**src/rtl/uart_tx.sv**
```systemverilog
// UART transmitter: 8N1 frames with optional parity, LSB first.
// Bit timing comes from an internal divide-by-CLKS_PER_BIT cycle counter.
module uart_tx #(
  parameter int CLKS_PER_BIT = 16,
  parameter bit PARITY_EN    = 1'b0,
  parameter bit PARITY_ODD   = 1'b0
) (
  input  logic       clk,
  input  logic       rst,
  input  logic       tx_valid,
  input  logic [7:0] tx_data,
  output logic       tx_ready,
  output logic       tx,
  output logic       tx_done
);

  localparam int CW = (CLKS_PER_BIT > 1) ? $clog2(CLKS_PER_BIT) : 1;
  localparam logic [CW-1:0] CNT_MAX = CW'(CLKS_PER_BIT - 1);

  typedef enum logic [2:0] {IDLE, START, DATA, PARITY, STOP} state_t;

  state_t          r_state, w_state_n;
  logic [CW-1:0]   r_cnt, w_cnt_n;
  logic [2:0]      r_bit, w_bit_n;
  logic [7:0]      r_shift, w_shift_n;
  logic            r_par, w_par_n;
  logic            r_tx, w_tx_n;
  logic            r_ready, w_ready_n;
  logic            r_done, w_done_n;
  logic            w_bit_end;

  assign w_bit_end = (r_cnt == CNT_MAX);

  always_ff @(posedge clk or posedge rst) begin
    if (rst) begin
      r_state <= IDLE;
      r_cnt   <= '0;
      r_bit   <= '0;
      r_shift <= '0;
      r_par   <= 1'b0;
      r_tx    <= 1'b1;
      r_ready <= 1'b0;
      r_done  <= 1'b0;
    end else begin
      r_state <= w_state_n;
      r_cnt   <= w_cnt_n;
      r_bit   <= w_bit_n;
      r_shift <= w_shift_n;
      r_par   <= w_par_n;
      r_tx    <= w_tx_n;
      r_ready <= w_ready_n;
      r_done  <= w_done_n;
    end
  end

  // tx is registered, so each transition loads the line value of the bit being entered
  always_comb begin
    w_state_n = r_state;
    w_cnt_n   = r_cnt;
    w_bit_n   = r_bit;
    w_shift_n = r_shift;
    w_par_n   = r_par;
    w_tx_n    = r_tx;
    w_ready_n = r_ready;
    w_done_n  = 1'b0;

    case (r_state)
      IDLE: begin
        w_tx_n    = 1'b1;
        w_ready_n = 1'b1;
        if (tx_valid && r_ready) begin
          w_shift_n = tx_data;
          w_par_n   = PARITY_ODD ? ~^tx_data : ^tx_data;
          w_ready_n = 1'b0;
          w_tx_n    = 1'b0;
          w_cnt_n   = '0;
          w_bit_n   = '0;
          w_state_n = START;
        end
      end

      START: begin
        w_cnt_n = r_cnt + 1'b1;
        if (w_bit_end) begin
          w_cnt_n   = '0;
          w_tx_n    = r_shift[0];
          w_state_n = DATA;
        end
      end

      DATA: begin
        w_cnt_n = r_cnt + 1'b1;
        if (w_bit_end) begin
          w_cnt_n   = '0;
          w_shift_n = {1'b0, r_shift[7:1]};
          w_bit_n   = r_bit + 1'b1;
          w_tx_n    = r_shift[1];
          if (r_bit == 3'd7) begin
            w_bit_n = '0;
            if (PARITY_EN) begin
              w_tx_n    = r_par;
              w_state_n = PARITY;
            end else begin
              w_tx_n    = 1'b1;
              w_state_n = STOP;
            end
          end
        end
      end

      PARITY: begin
        w_cnt_n = r_cnt + 1'b1;
        if (w_bit_end) begin
          w_cnt_n   = '0;
          w_tx_n    = 1'b1;
          w_state_n = STOP;
        end
      end

      STOP: begin
        w_cnt_n = r_cnt + 1'b1;
        if (w_bit_end) begin
          w_cnt_n   = '0;
          w_tx_n    = 1'b1;
          w_ready_n = 1'b1;
          w_done_n  = 1'b1;
          w_state_n = IDLE;
        end
      end

      default: begin
        w_tx_n    = 1'b1;
        w_cnt_n   = '0;
        w_state_n = IDLE;
      end
    endcase
  end

  assign tx       = r_tx;
  assign tx_ready = r_ready;
  assign tx_done  = r_done;

endmodule

```
**config.mk**
```make
export PLATFORM = sky130hd
export DESIGN_NAME = uart_tx
export DESIGN_NICKNAME = d
export VERILOG_FILES = /design/src/rtl/uart_tx.sv
export SDC_FILE = /design/constraint.sdc
export NUM_CORES = 1
export LEC_CHECK = 0
export CAP_MARGIN = 20
export CORE_MARGIN = 4
export CORE_UTILIZATION = 56
export DETAILED_ROUTE_END_ITERATION = 6
export PLACE_DENSITY = 0.85
export SYNTH_ARGS = -nofsm -noshare
export SYNTH_HDL_FRONTEND = slang
export SYNTH_SLANG_ARGS = --single-unit
export TNS_END_PERCENT = 5
```
**constraint.sdc**
```tcl
create_clock -name clk -period 2.85 [get_ports clk]
set_input_delay 0.57 -clock clk [delete_from_list [all_inputs] [get_ports clk]]
set_output_delay 0.57 -clock clk [all_outputs]
set_load 0.02 [all_outputs]
```
# After elaboration in Yosys (flattened, before gate mapping)
# Index checks and enable logic that the tools add are counted.
dict set report totals {
  out_inout_bits 3
  reg_bits 21
  inputBits 11
}
dict set report classes {
  mux 26
  n_reduce_logical 10
  n_eq_ne 13
  addsub 2
}
# op n
set op_table {}
lappend op_table {{2-to-1 mux 3 bit} 9}
lappend op_table {{2-to-1 mux 8 bit} 2}
lappend op_table {{case mux 8 bit (2 select lines)} 1}
lappend op_table {{case mux 3 bit (5 select lines)} 1}
lappend op_table {{!= test 2 bit, second input constant} 6}
lappend op_table {{2-to-1 mux 4 bit} 2}
lappend op_table {{case mux 4 bit (2 select lines)} 1}
lappend op_table {{2-to-1 mux 1 bit} 7}
lappend op_table {{== test 3 x 2 -> 1 bit, second input constant} 2}
lappend op_table {{== test 3 bit, second input constant} 2}
lappend op_table {{case mux 3 bit (2 select lines)} 1}
lappend op_table {{AND reduction 3 bit} 2}
lappend op_table {{AND reduction 6 bit} 1}
lappend op_table {{adder 4 x 1 -> 4 bit, second input constant} 1}
lappend op_table {{== test 4 bit, second input constant} 1}
lappend op_table {{case mux 1 bit (4 select lines)} 1}
lappend op_table {{nonzero test 2 bit} 2}
lappend op_table {{OR reduction 4 bit} 1}
lappend op_table {{adder 3 x 1 -> 3 bit, second input constant} 1}
lappend op_table {{== test 3 x 1 -> 1 bit, second input constant} 1}
lappend op_table {{logical NOT 3 bit} 1}
lappend op_table {{!= test 2 x 1 -> 1 bit, second input constant} 1}
lappend op_table {{case mux 1 bit (2 select lines)} 1}
lappend op_table {{AND reduction 2 bit} 1}
lappend op_table {{other kinds (2)} 2}

# Longest topological paths before layout
# Gate-level depths: netlist of run 1.
dict set report logic_depth {
  word_depth 4
  ltp_mapped 5
  mapped_depth_nobuf 5
}

# Least setup slack after synthesis of run 1
# OpenSTA, ideal clock, no wires.
dict set report synth_timing {
  kind {flip-flop to flip-flop}
  startpoint {reg r_state[1]}
  endpoint {reg r_bit[0]}
  arrival_time_ns 1.471
  setup_time_ns 0.121
  path_stages_with_launch 6
  path_slack_ns 1.258
  n_path_buf 2
  cell_sequence {dfrtp_1 -> buf_6 -> or3_4 -> buf_6 -> o22a_1 -> a22o_1}
}
dict set report synth_via {
  elab_chain_cells 3
  word_cells_on_any_way 7
  cone_classes {3 x eq/ne; 1 x mux; 3 x reduce/logical}
}
# item line
set synth_rtl {}
lappend synth_rtl {{start, declared} 22} ;# state_t r_state, w_state_n;
lappend synth_rtl {{start signal, assigned} 45} ;# r_state <= w_state_n;
lappend synth_rtl {{== test 3 x 2 -> 1 bit or logical NOT 3 bit (tied branches)} 67} ;# case (r_state)
lappend synth_rtl {{!= test 2 bit (no line) or nonzero test 2 bit (tied branches)} n/a}
lappend synth_rtl {{AND reduction 3 bit (no line)} n/a}
lappend synth_rtl {{end signal, assigned} 47} ;# r_bit <= w_bit_n;
lappend synth_rtl {{end, declared} 24} ;# logic [2:0] r_bit, w_bit_n;
# Several ways; a longest one is shown, not always the timed one.
# A chain may end at the register's enable or synchronous reset.

# Worst setup path after layout of run 1
dict set report layout_timing {
  startpoint {reg r_tx (netlist: tx)}
  endpoint {out tx}
}
# item line
set layout_lines {}
lappend layout_lines {{start, declared} 27} ;# logic r_tx, w_tx_n;
lappend layout_lines {{start signal, assigned} 50} ;# r_tx <= w_tx_n;
lappend layout_lines {{end, declared} 13} ;# output logic tx,
# No word-level cell between the ends.

==> impl_metrics.csv, run 1 <==
group,metric,value,unit
worst_setup_path,cp_top_family,"buffers and inverters",
power,vdd_ir_drop_max,0.295,mV
timing,worst_pin_slew,762,ps
synth,synth-seq-cells,21,
timing,period_share,70.4,%
placed_design,port_buffers,13,
synth,synth_top_flop_cell,"dfrtp_1",
floorplan,die_x,51.1,microns
drt,drt-vias-per-instance,6.01,
clock_tree,cts_setup_buffers,0,
drt,routed_wl,2.00,mm
floorplan,dieArea,2610,sq um
power,p_per_area,385,nW/um^2
worst_setup_path,crit_arrival,1440,ps
worst_setup_path,cp-start-kind,"flop",
worst_setup_path,crit_chain,"clkdlybuf4s50_1",
timing,layout_min_cycle_time,2010,ps
timing,drv_slew,0,
floorplan,ioPinCount,14,
global_routing,overflow,0,
placed_design,gp_congestion,0.773,
drt,wire_per_inst,15.3,microns
timing,maxSlewHeadroom,49.1,%
clock_tree,cts.sinks,21,
clock_tree,ctsResizeCount,0,
drt,antenna_left,0,
synth,synth_area,1040,sq um
timing,setup_ws,845,ps
synth,syn_avg_cell_area,11.3,sq um
drt,drt_iter0_markers,20,
worst_setup_path,crit_path_max_fanout,2,
worst_setup_path,path_buf_inv,1,
cells_and_area,syn2layout_area_growth,15.0,%
clock_tree,htreeDepth,1,
synth,synth_top_family_by_area,"compound AO/OA/AOI/OAI gates",
clock_tree,clk_pin_slew,110,ps
worst_setup_path,timing_worst_setup_path_type,"flop to primary output",
floorplan,chipHeight,51.1,microns
synth,async_reset_ff_share,100,%
worst_setup_path,r2r-start,"r_cnt[0]$_DFFE_PP0P_",
synth,synth_common_cells,"20 x dfrtp_1, 7 x o221a_1, 7 x or3_1",
worst_setup_path,endpoint_kind,"primary output",
clock_tree,cts_hold_buffers,0,
synth,yosysTopAreaCell,"dfrtp_1",
clock_tree,cts-root-buf,"clkbuf_4",
power,power,460,uW
floorplan,fp-row-count,15,
floorplan,coreArea,1750,sq um
synth,syn-num-nets,106,
synth,synth_seq_area_share,50.7,%
clock_tree,cts_made_buffers,3,
timing,clock_skew,4.81,ps
cells_and_area,final_nets,120,
placed_design,dp_slack,888,ps
synth,synth_cell_types,31,
cells_and_area,diodes,0,
power,p_leak,0.000496,uW
timing,hold_viol_final,0,
synth,yosysMostFrequentCell,"dfrtp_1",
worst_setup_path,critPathLaunch,"tx$_DFFE_PP1P_",
drt,dr.pass1.iters,4,
global_routing,grt_use_total,18.5,%
synth,yosys_warnings,0,
synth,synth_mux_area_share,1.08,%
worst_setup_path,slowest_stage,"clkdlybuf4s50_1",
synth,syn_inst,92,
synth,synthXorXnorAreaFrac,1.68,%
global_routing,grt_max_degree,22,
timing,final.setup.tns,0,ps
drt,vias,781,
clock_tree,worstSkewPairLatency,300,ps
timing,fmax,499,MHz
drt,drc,0,
global_routing,grt_pass1_wl,3.60,mm
synth,yosys.area.top_type_share,48.1,%
worst_hold_path,hp-class,"flop to flop",
clock_tree,clk_path_buf_depth,2,
floorplan,start_util,59.6,%
job,max-cap-violations,0,
timing,final-setup-viol-count,0,
worst_hold_path,min_from,"r_bit[2]$_DFFE_PP0P_",
global_routing,grt_pass1_vias,802,
worst_setup_path,required,2280,ps
synth,synthAdderAreaFrac,3.61,%
cells_and_area,drive_above_1_share,8.57,%
synth,synth_edf_count,0,
global_routing,grt_antenna_before_repair,0,
run_status,status,"completed",
clock_tree,cts_tree,"built",
synth,synth_area_leaders,"dfrtp_1 48%, o221a_1 7.6%, or3_1 4.2%",
worst_setup_path,max_stage_delay,600,ps
synth,yosys.area_share.simple,16.0,%
timing,grt_setup_unrepaired,"no",
placed_design,dp_hpwl,1.48,mm
synth,synth-compound-area-share,22.9,%
flip-flops by register name, indices dropped and copies added, names as in the netlist:
name      flops
r_cnt         4
r_state       3
r_bit         3
tx_done       1
r_shift       8
tx            1
tx_ready      1
cell type report:
type	count	area, sq um
clock buffers	4	26.3
multi-input cells	64	470
inverters	3	11.3
well taps	25	31.3
flip-flops and latches	21	527
fillers	132	549
repair buffers	13	130
metrics by stage:
stage	instances	utilization, %	cell area [sq um]	hold WS [ps]
global route	130	68.5	1200	551
CTS	130	68.5	1200	530
floorplan	92	-	1040	467
global placement	126	67.0	1170	481
detailed placement	126	67.0	1170	504
finish	130	68.5	1200	525
metal layers:
| layer | GRT usage (%) | vias up | wire length [microns] |
|---|---|---|---|
| met5 | 0 | - | 0 |
| met4 | 8.07 | 0 | 17 |
| met3 | 4.66 | 2 | 101 |
| met2 | 29.0 | 19 | 958 |
| met1 | 23.9 | 383 | 918 |
| li1 | - | 377 | - |
cells by family (layout without fill, tap and decap cells):
kind of cell,Yosys count,after routing
DFF,21,21
xor gates and xnor gates,2,2
adders and majority gates,3,3
and+or+nand+nor,30,30
buffers and inverters,7,20
AOI/OAI and AO/OA,28,28
muxes,1,1
worst paths after layout:
path	cells after the start	to	slack, ps
setup / recovery	1	tx	840
hold / removal	1	r_bit[2]$_DFFE_PP0P_	520
setup reg to reg	4	r_shift[0]$_DFFE_PP0P_	1110
hold reg to reg	1	r_bit[2]$_DFFE_PP0P_	520
max in group asynchronous	2	r_shift[6]$_DFFE_PP0P_	1670
min in group asynchronous	2	r_bit[0]$_DFFE_PP0P_	710
layout by cell type, fill, tap and decap left out:
cell | netlist | routed
or3_1 | 7 | 7
dfrtp_1 | 20 | 20
nor2_1 | 5 | 5
clkbuf_4 | 0 | 3
o221ai_1 | 1 | 1
or3_4 | 1 | 1
a21oi_1 | 3 | 3
mux2_2 | 1 | 1
o22ai_1 | 1 | 1
dfstp_2 | 1 | 1
or3b_4 | 1 | 1
o21ai_0 | 6 | 6
nand3_1 | 4 | 4
and3_1 | 1 | 1
a2111oi_2 | 1 | 1
o22ai_2 | 1 | 1
inv_1 | 3 | 3
o21bai_1 | 1 | 1
o22a_1 | 1 | 1
clkdlybuf4s50_1 | 0 | 13
a32o_1 | 2 | 2
and2_1 | 2 | 2
nor3_1 | 2 | 2
clkbuf_1 | 1 | 1
o221a_1 | 7 | 7
nand3b_1 | 1 | 1
xor2_1 | 2 | 2
ha_1 | 3 | 3
or2_0 | 1 | 1
nand2_1 | 5 | 5
a22o_1 | 4 | 4
where the power goes:
part	internal [uW]	leakage [uW]	switching [uW]
registers	298	0.000264	0
logic	12.5	0.000217	9.52
clock network	54.5	0.0000150	85.6
total	365	0.000496	95.1
(Power assumes the default switching activity.)
==> run 2, diff against run 1 <==
--- a/config.mk
+++ b/config.mk
@@ -7,9 +7,9 @@
 export LEC_CHECK = 0
 export CAP_MARGIN = 20
 export CORE_MARGIN = 4
-export CORE_UTILIZATION = 56
+export CORE_UTILIZATION = 47
 export DETAILED_ROUTE_END_ITERATION = 6
-export PLACE_DENSITY = 0.85
+export PLACE_DENSITY = 0.77
 export SYNTH_ARGS = -nofsm -noshare
 export SYNTH_HDL_FRONTEND = slang
 export SYNTH_SLANG_ARGS = --single-unit
==> constraint.sdc (replaced) <==
create_clock -name clk -period 1.7 [get_ports clk]
set_input_delay 0.34 -clock clk [delete_from_list [all_inputs] [get_ports clk]]
set_output_delay 0.34 -clock clk [all_outputs]
set_load 0.02 [all_outputs]
==> run 2 against run 1 <==
Effect of this change:
- clock power increased by 71%
- die area increased by 16%
- via count increased by 3.7%
- largest cell class unchanged
- clock skew about the same
- register-to-register slack got worse by 990 ps
- total power increased by 69%
- combinational power increased by 80%
- critical path type unchanged
- wire length increased by 4.2%
- non-clock buffer count increased by 7
- worst setup slack got worse by 740 ps
- global-route usage decreased by 2.1 points
- utilization decreased by 6.8 points
==> impl_metrics.csv, run 2 (synthesized netlist as in run 1, its figures left out) <==
group,metric,value,unit
run_status,status,"completed",
timing,period_share,93.7,%
global_routing,grt_pass1_vias,797,
floorplan,chipHeight,55.0,microns
cells_and_area,regArea,527,sq um
timing,grt_setup_unrepaired,"no",
clock_tree,clk_pin_slew,120,ps
power,p_per_area,624,nW/um^2
drt,drt_iter0_markers,22,
drt,drc,0,
global_routing,grt_antenna_before_repair,0,
floorplan,ioPinCount,14,
timing,setup_ws,107,ps
clock_tree,cts.sinks,21,
worst_setup_path,endpoint_kind,"primary output",
clock_tree,cts_made_buffers,3,
cells_and_area,final_nets,127,
cells_and_area,most-common-layout-cells,"20 x dfrtp_1, 11 x clkdlybuf4s50_1, 7 x or3_1, 7 x o221a_1, 7 x buf_4",
worst_setup_path,cp-start-kind,"flop",
placed_design,dp_slack,-11.0,ps
drt,wire_per_inst,15.0,microns
timing,fmax,628,MHz
power,vdd_ir_drop_max,0.437,mV
clock_tree,htreeDepth,1,
clock_tree,clk_path_buf_depth,2,
drt,antenna_left,0,
drt,vias,810,
cells_and_area,multi_input_area,470,sq um
cells_and_area,syn2layout_area_growth,20.1,%
clock_tree,cts_tree,"built",
floorplan,fp-row-count,16,
worst_setup_path,required,1360,ps
drt,dr.pass1.iters,4,
cells_and_area,top_register,"r_shift",
timing,hold_viol_final,0,
timing,layout_min_cycle_time,1590,ps
clock_tree,cts-root-buf,"clkbuf_4",
worst_setup_path,cp_top_family,"buffers and inverters",
timing,drv_slew,0,
cells_and_area,drive_above_1_share,14.3,%
placed_design,dp_hpwl,1.50,mm
drt,routed_wl,2.08,mm
worst_hold_path,hp-class,"input pin to asynchronous set/reset pin",
clock_tree,worstSkewPairLatency,300,ps
cells_and_area,mostFrequentLayoutCell,"dfrtp_1",
placed_design,port_buffers,13,
timing,worst_pin_slew,377,ps
worst_setup_path,timing_worst_setup_path_type,"flop to primary output",
floorplan,die_x,55.0,microns
cells_and_area,nFillCells,170,
floorplan,dieArea,3030,sq um
timing,final-setup-viol-count,0,
worst_setup_path,max_stage_delay,600,ps
timing,hold_slack,352,ps
cells_and_area,diodes,0,
timing,clock_skew,4.90,ps
job,max-cap-violations,0,
placed_design,gp_congestion,0.817,
power,p_leak,0.000534,uW
floorplan,start_util,51.4,%
cells_and_area,reg.largest.list,"r_shift: 8 flops, r_cnt: 4 flops",
timing,maxSlewHeadroom,74.9,%
cells_and_area,fin_util,61.8,%
worst_setup_path,slowest_stage,"clkdlybuf4s50_1",
global_routing,grt_pass1_wl,3.50,mm
cells_and_area,largest_reg_flops,8,
global_routing,overflow,0,
floorplan,coreArea,2020,sq um
worst_setup_path,crit_arrival,1250,ps
global_routing,grt_use_total,16.4,%
worst_setup_path,crit_path_max_fanout,1,
worst_setup_path,crit_chain,"clkdlybuf4s50_1",
global_routing,grt_max_degree,22,
timing,final.setup.tns,0,ps
drt,drt-vias-per-instance,5.83,
clock_tree,cts_hold_buffers,0,
worst_setup_path,path_buf_inv,1,
[run 2: per-layer routing]
metal	vias to the layer above	wire length, microns	GRT usage [%]
met1	394	988	22.4
li1	388	-	-
met5	-	0	0
met2	24	936	23.2
met3	4	126	4.02
met4	0	28	9.72
[run 2: path summary, 6_finish.rpt]
kind | from | to | slack, ps | cells after the start
worst max-delay path | tx_done$_DFF_PP0_ | tx_done | 110 | 1
worst min-delay path | rst | r_cnt[2]$_DFFE_PP0P_ | 350 | 3
worst max register to register | r_state[0]$_DFFE_PP0P_ | r_shift[5]$_DFFE_PP0P_ | 120 | 3
worst min register to register | r_bit[1]$_DFFE_PP0P_ | r_bit[1]$_DFFE_PP0P_ | 510 | 1
max in group asynchronous | rst | tx$_DFFE_PP1P_ | 1080 | 3
min in group clk | r_bit[1]$_DFFE_PP0P_ | r_bit[1]$_DFFE_PP0P_ | 510 | 1
[run 2: final cells by class]
class,count,share of cell area (%)
sequential,21,42.2
timing repair buffer,20,14.4
inverter,3,0.902
tap,27,2.71
clock buffer,4,2.10
multi-input combinational,64,37.7
[run 2: report_power, final]
part | total [uW] | internal, uW | switching [uW] | leakage (uW)
clock network | 240 | 91.5 | 149 | 0.0000150
registers | 499 | 499 | 0 | 0.000264
logic | 39.7 | 22.6 | 17.1 | 0.000255
[run 2: worst min-delay path: cells and delay by family]
kind | cells | cell delay, ps
buf+inv | 3 | 720
[run 2: metrics by stage]
step           power [uW]  cell area [sq um]  cells
3_5_place_dp          549               1220    135
5_1_grt               808               1250    139
6_report              779               1250    139
2_1_floorplan         520               1040     92
3_3_place_gp          549               1220    135
4_1_cts               790               1250    139
[run 2: what timing repair did]
action                                  CTS  global route
gates resized for setup                   2             0
endpoints found under the setup margin    2             0
endpoints found under the hold margin     0             0
buffers inserted                          0             0
==> run 3, diff against run 2 <==
--- a/config.mk
+++ b/config.mk
@@ -5,9 +5,10 @@
 export SDC_FILE = /design/constraint.sdc
 export NUM_CORES = 1
 export LEC_CHECK = 0
+export ABC_AREA = 1
 export CAP_MARGIN = 20
 export CORE_MARGIN = 4
-export CORE_UTILIZATION = 47
+export CORE_UTILIZATION = 48
 export DETAILED_ROUTE_END_ITERATION = 6
 export PLACE_DENSITY = 0.77
 export SYNTH_ARGS = -nofsm -noshare
==> run 3 against run 2 <==
Effect of this change:
- final cell count up 35%
- hold slack improved by 10 ps
- global-route usage shrank 1.1 points
- clock power down 3%
- synthesized cell count increased by 57%
- synthesized area is 7.9% higher
- clock skew decreased by 3.4 ps
- first-iteration DRC count decreased by 23%
- total power rose to 2.6 times the previous value
- register-to-register slack improved by 70 ps
- largest cell class unchanged
==> impl_metrics.csv, run 3 <==
group,metric,value,unit
floorplan,coreArea,2210,sq um
worst_setup_path,timing_worst_setup_path_type,"flop to primary output",
power,p_leak,0.000699,uW
global_routing,overflow,0,
cells_and_area,final_nets,174,
floorplan,die_x,56.4,microns
clock_tree,cts_tree,"built",
cells_and_area,drive_above_1_share,10.1,%
synth,yosys.area.top_type_share,44.6,%
timing,layout_min_cycle_time,1620,ps
power,p_per_area,1580,nW/um^2
drt,dr.pass1.iters,4,
cells_and_area,reg.largest.list,"r_shift: 8 flops, r_cnt: 4 flops",
job,max-cap-violations,0,
worst_setup_path,cp_top_family,"buffers and inverters",
worst_setup_path,path_buf_inv,1,
clock_tree,clk_pin_slew,110,ps
drt,wire_per_inst,12.0,microns
cells_and_area,stdcell_area,1300,sq um
power,p_sw_share,44.4,%
clock_tree,htreeDepth,1,
worst_setup_path,r2r-start,"r_cnt[1]$_DFFE_PP0P_",
synth,syn_inst,144,
timing,drv_slew,0,
synth,syn-num-nets,158,
power,power_frac_clock,11.4,%
global_routing,grt_max_degree,22,
synth,syn_avg_cell_area,7.79,sq um
global_routing,grt_pass1_wl,3.97,mm
cells_and_area,largest_reg_flops,8,
timing,grt_setup_unrepaired,"no",
floorplan,dieArea,3180,sq um
worst_setup_path,crit_path_max_fanout,3,
placed_design,gp_congestion,0.773,
power,pwr-share-seq,41.4,%
worst_setup_path,crit_chain,"clkdlybuf4s50_1",
synth,synth-seq-cells,21,
global_routing,grt_pass1_vias,917,
drt,vias,981,
synth,yosysMostFrequentCell,"nand2_1",
global_routing,grt_antenna_before_repair,0,
floorplan,chipHeight,56.4,microns
drt,drt_iter0_markers,17,
synth,yosys_warnings,0,
worst_setup_path,r2r_slack,190,ps
placed_design,place_area,1270,sq um
synth,synth_edf_count,0,
cells_and_area,mostFrequentLayoutCell,"nand2_1",
cells_and_area,most-common-layout-cells,"53 x nand2_1, 20 x dfrtp_1, 18 x nand3_1, 12 x clkdlybuf4s50_1, 10 x inv_1",
clock_tree,cts-root-buf,"clkbuf_4",
clock_tree,ctsResizeCount,1,
floorplan,start_util,50.7,%
worst_setup_path,r2r_cells,7,
placed_design,dp_slack,32.1,ps
synth,synth_area,1120,sq um
clock_tree,cts_hold_buffers,0,
clock_tree,cts.sinks,21,
cells_and_area,multi_input_area,517,sq um
power,p_switching,915,uW
global_routing,grt_use_total,15.3,%
worst_setup_path,cp-start-kind,"flop",
timing,worst_pin_slew,383,ps
cells_and_area,regArea,527,sq um
drt,drc,0,
timing,final.setup.tns,0,ps
synth,synth_cell_types,21,
power,pwr-share-comb,47.2,%
drt,routed_wl,2.24,mm
power,p_int,1140,uW
clock_tree,cts_setup_buffers,0,
worst_setup_path,required,1360,ps
timing,hold_slack,362,ps
worst_setup_path,endpoint_kind,"primary output",
timing,hold_viol_final,0,
cells_and_area,fin_util,58.8,%
clock_tree,clk_path_buf_depth,2,
synth,synth_top_flop_cell,"dfrtp_1",
worst_setup_path,max_stage_delay,610,ps
timing,setup_ws,84.7,ps
worst_hold_path,hp-class,"input pin to asynchronous set/reset pin",
floorplan,fp-row-count,17,
placed_design,dp_hpwl,1.67,mm
clock_tree,cts_made_buffers,3,
cells_and_area,syn2layout_area_growth,15.9,%
clock_tree,worstSkewPairLatency,290,ps
timing,clock_skew,1.49,ps
synth,yosysTopAreaCell,"dfrtp_1",
timing,period_share,95.0,%
synth,synth_common_cells,"54 x nand2_1, 20 x dfrtp_1, 18 x nand3_1",
floorplan,ioPinCount,14,
timing,final-setup-viol-count,0,
cells_and_area,nFillCells,210,
worst_setup_path,crit_arrival,1280,ps
cells_and_area,diodes,0,
worst_setup_path,reg2reg_to,"r_bit[1]$_DFFE_PP0P_",
synth,synth_seq_area_share,46.9,%
timing,fmax,619,MHz
synth,async_reset_ff_share,100,%
placed_design,port_buffers,13,
drt,drt-vias-per-instance,5.25,
power,vdd_ir_drop_max,0.864,mV
timing,maxSlewHeadroom,74.4,%
run_status,status,"completed",
cells_and_area,top_register,"r_shift",
drt,antenna_left,0,
worst_setup_path,slowest_stage,"clkdlybuf4s50_1",
synth,synth_area_leaders,"dfrtp_1 45%, nand2_1 18%, nand3_1 8.0%",
## run 3: cell count changes in the layout (fill, tap and decap cells not counted), sizes merged, moves of 4 or more
cell	change
buf	-5
nand2	+52
nand4	+4
inv	+11
o21ai	+4
a22o	-4
nand3	+14
or3	-8
o221a	-7
## run 3: power by group through the flow
stage | logic [uW] | clock network, uW | registers [uW]
final | 972 | 234 | 852
after detailed placement | 972 | 0 | 859
after floorplan | 750 | 0 | 838
after CTS | 971 | 241 | 852
after global routing | 1100 | 272 | 884
after global placement | 923 | 0 | 850
## run 3: logic make-up after synthesis
logic type,count (synthesis),synth area share (%)
AOI/OAI and AO/OA,13,5.80
DFF,21,46.9
and+or+nand+nor,89,36.7
adders and majority gates,3,3.34
buffers and inverters,18,7.25
## run 3: metrics by stage
stage	std cells	total power, uW
after global placement	183	1770
after global routing	187	2260
after detailed placement	183	1830
final	187	2060
after floorplan	144	1590
after CTS	187	2060
## run 3: cell type report
| type | instances | area share [%] |
|---|---|---|
| multi-input combinational | 105 | 39.7 |
| timing repair buffer | 15 | 11.1 |
| inverter | 14 | 4.04 |
| tap | 28 | 2.69 |
| clock buffer | 4 | 2.02 |
| sequential | 21 | 40.5 |
## run 3: worst max-delay path by stage
stage,from,end,slack [ps],cells past startpoint
after global routing,tx_ready$_DFFE_PP0P_,tx_ready,30,1
after CTS,tx_ready$_DFFE_PP0P_,tx_ready,70,1
after floorplan,r_cnt[0]$_DFFE_PP0P_,r_bit[1]$_DFFE_PP0P_,330,8
final,tx_ready$_DFFE_PP0P_,tx_ready,80,1
after detailed placement,tx_valid,r_bit[1]$_DFFE_PP0P_,30,7
after global placement,tx_valid,r_bit[1]$_DFFE_PP0P_,80,7
## run 3: worst reg2reg max path: cells and delay by family (launching register included)
kind,cells,cell delay (ps)
flops,1,410
fa+ha+maj,1,220
buf+inv,1,100
simple gates,5,690
## run 3: layer usage
metal / track usage (%) / wire length (microns) / part of all wire [%] / vias to the layer above
li1: - / - / - / 495
met1: 18.7 / 1000 / 45 / 464
met2: 27.5 / 1120 / 50 / 18
met3: 3.22 / 92 / 4.1 / 4
met4: 3.05 / 23 / 1.0 / 0
met5: 0 / 0 / 0 / -
